### src/rtl/led_output_ctrl.sv
// led_output_ctrl
//   Registered LED output stage for NUM_LEDS channels. Each LED is driven
//   OFF / ON / from its individual PWM waveform / from the group waveform,
//   selected by a 2-bit LEDOUT field, with an optional global invert.
//   LEDOUT writes are double-buffered: they apply at once (och=0) or on the
//   next PWM period boundary (och=1). The external active-low output enable
//   is synchronised, blanks the outputs right away and releases them only
//   after a fixed delay.
//
// Ports
//   clk              system clock, rising edge
//   rst              synchronous reset, active-high
//   ledout_wdata     new LEDOUT value, field [2n+1:2n] controls LED n
//   ledout_wr        one-cycle write strobe for ledout_wdata
//   och              0 = apply write at once, 1 = apply at next period start
//   pwm_period_start one-cycle pulse at the start of each PWM period
//   pwm_individual   per-LED PWM waveforms
//   group_out        group dim/blink waveform
//   invrt            invert all driven LED outputs
//   oe_n             asynchronous output enable, active-low
//   led              registered LED pins
//   ledout_active    LEDOUT value currently in effect
//   update_pending   shadow holds a value not yet applied
//
// OE state machine
//   state    | meaning
//   DISABLED | outputs blanked, waiting for synchronised oe_n low
//   RELEASE  | oe_n low, counting OE_DELAY_CYCLES before driving
//   ENABLED  | outputs driven from decoded LEDOUT
module led_output_ctrl #(
  parameter int NUM_LEDS        = 4,
  parameter int OE_DELAY_CYCLES = 4
) (
  input  logic                  clk,
  input  logic                  rst,
  input  logic [2*NUM_LEDS-1:0] ledout_wdata,
  input  logic                  ledout_wr,
  input  logic                  och,
  input  logic                  pwm_period_start,
  input  logic [NUM_LEDS-1:0]   pwm_individual,
  input  logic                  group_out,
  input  logic                  invrt,
  input  logic                  oe_n,
  output logic [NUM_LEDS-1:0]   led,
  output logic [2*NUM_LEDS-1:0] ledout_active,
  output logic                  update_pending
);

  localparam int CW = $clog2(OE_DELAY_CYCLES) + 1;

  typedef enum logic [1:0] {
    DISABLED = 2'd0,
    RELEASE  = 2'd1,
    ENABLED  = 2'd2
  } oe_state_t;

  oe_state_t             state_q, state_d;
  logic [CW-1:0]         cnt_q, cnt_d;
  logic                  oe_meta_q, oe_sync_q;
  logic [NUM_LEDS-1:0]   led_q, led_d;
  logic [2*NUM_LEDS-1:0] ledout_active_q, ledout_active_d;
  logic [2*NUM_LEDS-1:0] shadow_q, shadow_d;
  logic                  update_pending_q, update_pending_d;
  logic                  drive_en;
  logic [NUM_LEDS-1:0]   decoded;

  // State register, counter, synchroniser and datapath flops
  always_ff @(posedge clk) begin
    if (rst) begin
      state_q          <= DISABLED;
      cnt_q            <= '0;
      oe_meta_q        <= 1'b1;
      oe_sync_q        <= 1'b1;
      led_q            <= '0;
      ledout_active_q  <= '0;
      shadow_q         <= '0;
      update_pending_q <= 1'b0;
    end else begin
      state_q          <= state_d;
      cnt_q            <= cnt_d;
      oe_meta_q        <= oe_n;
      oe_sync_q        <= oe_meta_q;
      led_q            <= led_d;
      ledout_active_q  <= ledout_active_d;
      shadow_q         <= shadow_d;
      update_pending_q <= update_pending_d;
    end
  end

  // Next-state logic
  always_comb begin
    state_d = state_q;
    cnt_d   = cnt_q;
    unique case (state_q)
      DISABLED: begin
        if (!oe_sync_q) begin
          state_d = RELEASE;
          cnt_d   = '0;
        end
      end
      RELEASE: begin
        if (oe_sync_q) begin
          state_d = DISABLED;
        end else if (cnt_q == CW'(OE_DELAY_CYCLES - 1)) begin
          state_d = ENABLED;
        end else begin
          cnt_d = cnt_q + 1'b1;
        end
      end
      ENABLED: begin
        if (oe_sync_q) state_d = DISABLED;
      end
      default: state_d = DISABLED;
    endcase
  end

  // Output logic: blanking also looks at oe_sync so a deassertion blanks on
  // the same edge the state machine drops back to DISABLED.
  always_comb begin
    drive_en = (state_q == ENABLED) && !oe_sync_q;
  end

  always_comb begin
    decoded = '0;
    for (int i = 0; i < NUM_LEDS; i++) begin
      unique case (ledout_active_q[2*i +: 2])
        2'b00: decoded[i] = 1'b0;
        2'b01: decoded[i] = 1'b1;
        2'b10: decoded[i] = pwm_individual[i];
        2'b11: decoded[i] = group_out;
        default: decoded[i] = 1'b0;
      endcase
      decoded[i] = decoded[i] ^ invrt;
    end
    led_d = drive_en ? decoded : '0;
  end

  // LEDOUT double buffer; a write always refreshes the shadow, and a write
  // coincident with the boundary takes priority over an older pending value.
  always_comb begin
    ledout_active_d  = ledout_active_q;
    shadow_d         = shadow_q;
    update_pending_d = update_pending_q;
    if (ledout_wr) begin
      shadow_d = ledout_wdata;
      if (!och || pwm_period_start) begin
        ledout_active_d  = ledout_wdata;
        update_pending_d = 1'b0;
      end else begin
        update_pending_d = 1'b1;
      end
    end else if (update_pending_q && (pwm_period_start || !och)) begin
      ledout_active_d  = shadow_q;
      update_pending_d = 1'b0;
    end
  end

  assign led            = led_q;
  assign ledout_active  = ledout_active_q;
  assign update_pending = update_pending_q;

endmodule

### config.mk
export PLATFORM = sky130hd
export DESIGN_NAME = led_output_ctrl
export DESIGN_NICKNAME = d
export VERILOG_FILES = /design/src/rtl/led_output_ctrl.sv
export SDC_FILE = /design/constraint.sdc
export NUM_CORES = 1
export LEC_CHECK = 0
export CAP_MARGIN = 0
export CORE_UTILIZATION = 25
export DETAILED_ROUTE_END_ITERATION = 6
export GPL_TIMING_DRIVEN = 0
export PLACE_DENSITY = 0.49
export SLEW_MARGIN = 15
export SYNTH_ARGS = -nofsm -noshare
export SYNTH_HDL_FRONTEND = slang
export SYNTH_SLANG_ARGS = --single-unit
### constraint.sdc
create_clock -name clk -period 3.5 [get_ports clk]
set_input_delay 0.525 -clock clk [delete_from_list [all_inputs] [get_ports clk]]
set_output_delay 0.525 -clock clk [all_outputs]
set_load 0.03 [all_outputs]
==> flow_summary.toml <==
[run_status]
run_status = "finished, final reports clean"

[place]
gp_congestion = 0.7215
portBuffers = 30
dp_hpwl_mm = 1.923
post-place-cells = 190
post-place-ws_ps = 1384

[detailed_routing]
ant_nets = 0
drc = 0
first_iter_violations = 50
routed_via_density = 4.627
wirelength_mm = 2.526
vias = 893
wl_per_cell_um = 13.09
drtPass1Iterations = 4

[final_layout]
layout.cells.non_filler = 193
register_area_sq_um = 560.5
syn2layout_area_growth_pct = 35.64
num-fill-cells = 448
diodes = 0
final_nets = 165
drive_gt1_share_pct = 13.48
multi_input_area_sq_um = 524.3

[grt]
grt_antenna_before_repair = 0
grt_max_degree = 15
grtUsageTotal_pct = 10.94
grt_pass1_vias = 880
gr-total-overflow = 0
grt_pass1_wl_mm = 4.181

[die]
core_sq_um = 4384
start_util_pct = 26.03
dieWidth_um = 69.56
rows = 24
pin_count = 33
die_y_um = 69.56
dieArea_sq_um = 4839

[logic_synthesis]
ys_top_cells_by_area = "dfxtp_1 49%, mux2i_1 11%, a211oi_2 8.8%"
yosysSeqAreaShare_pct = 49.12
post-synth-top-count-cell = "dfxtp_1"
synth_top_area_share_pct = 49.12
ys_ff_latch = 28
synth_nets = 130
ys_top_cells_by_count = "28 x dfxtp_1, 13 x mux2i_1, 12 x a21oi_1"
yosys_most_used_dff = "dfxtp_1"
synth_area_sq_um = 1141
synth_edf_count = 0
netlist_instances = 108
synth.distinct_cells = 26
synthArstFlopShare_pct = 0
yosys_warnings = 0
synth_area_leader_cell = "dfxtp_1"
avgSynthCellArea_sq_um = 10.57

[setup_path]
critPathTopFamily = "buffers and inverters"
critPathSlowestCell = "clkdlybuf4s50_1"
crit_chain = "clkdlybuf4s50_1"
worstSetupStartpointType = "flop"
worstPathRequired_ps = 2970
cp-end-kind = "output pin"
crit_buf_inv = 1
arrival_ps = 1370
cp_max_fo = 4
crit_type = "reg -> out"
max_stage_delay_ps = 700

[clocking]
clkTransAtPathRegs_ps = 90
ctsHoldBuffers = 0
clk_path_buf_depth = 2
htreeDepth = 1
clkLatencyLatePin_ps = 260
ctsResizeCount = 0
cts_tree = "yes"
cts-buffers-inserted = 3
root_buffer = "clkbuf_8"
postCtsSetupBuffers = 0
clock-sinks = 28

[timing]
finalHoldViolCount = 0
fin_crit_ps = 1900
maxSlewHeadroom_pct = 56.51
rsz0062_at_grt = "no"
worstMarginPinSlew_ps = 652.3
skew_ps = 1.464
timing.hold.ws_ps = 416.7
setup_ws_ps = 1600
fin_crit_sh_pct = 54.28
setup_tns_ps = 0
drv_slew = 0
max_freq_mhz = 526.3
finalSetupViolations = 0

[power_and_ir_drop]
power_density_nw_per_um2 = 403.5
leakagePower_uw = 0.0005713
power_uw = 624.5
ir_drop_mv = 0.1456

[job]
maxCapViolations = 0

[hold_path]
hold_class = "reg -> reg"
-- per-layer routing --
metal  global-route usage [%]  vias up  wire [um]
met5                        0        -          0
met2                    18.55       25       1194
met3                    2.326        2        149
li1                         -      451          -
met4                    3.401        0         13
met1                    13.83      415       1168
-- flip-flops by register name (all words and copies together) (netlist names) --
| register | flops |
|---|---|
| ledout_active | 8 |
| oe_meta_q | 1 |
| cnt_q | 3 |
| oe_sync_q | 1 |
| state_q | 2 |
| shadow_q | 8 |
| update_pending | 1 |
| led | 4 |
-- kinds of logic (layout without fill, tap and decap cells) --
group	Yosys count	after routing	share of synthesized area, %
adder cells (fa/ha/maj)	2	2	2.193
AND/OR/NAND/NOR	28	28	13.27
multiplexers	14	14	12.39
AO/OA/AOI/OAI	27	27	18.09
buffers and inverters	9	42	4.934
flip-flops	28	28	49.12
-- power by group --
| group | total [uW] | internal (uW) | switching, uW | leakage, uW |
|---|---|---|---|---|
| clock network | 168 | 77.0 | 91.2 | 0.0000216 |
| logic | 112 | 56.8 | 55.4 | 0.000320 |
| registers | 344 | 333 | 10.9 | 0.000230 |
-- through the flow --
stage	util, %	area, sq um
global placement	34.36	1506
detailed placement	34.36	1506
finish	35.30	1548
global route	35.30	1548
CTS	35.30	1548
floorplan	-	1141
-- cells in the final DEF, fill, tap and decap left out, types with 4 or more instances in the layout --
| cell | count |
|---|---|
| clkdlybuf4s50_1 | 30 |
| nor2_1 | 11 |
| a211oi_2 | 8 |
| a21oi_1 | 12 |
| clkbuf_1 | 4 |
| mux2i_1 | 13 |
| dfxtp_1 | 28 |
| a31oi_1 | 4 |
-- area by class of cell --
cell class                 count  area share [%]
buffer                         7           3.153
clock buffer                   3           2.668
inverter                       2          0.4850
multi-input combinational     71           33.87
sequential                    28           36.22
tap                           52           4.204
timing repair buffer          30           19.40
-- path summary, 6_finish.rpt --
check / start / end / slack (ps) / cells past startpoint
worst max-delay path: ledout_active[5] / ledout_active[5] / 1600 / 1
worst min-delay path: oe_meta_q / oe_sync_q / 420 / 1
worst max register to register: cnt_q[0] / cnt_q[1] / 2030 / 5
worst min register to register: oe_meta_q / oe_sync_q / 420 / 1
Note: power is estimated with default switching activity, not from simulation.
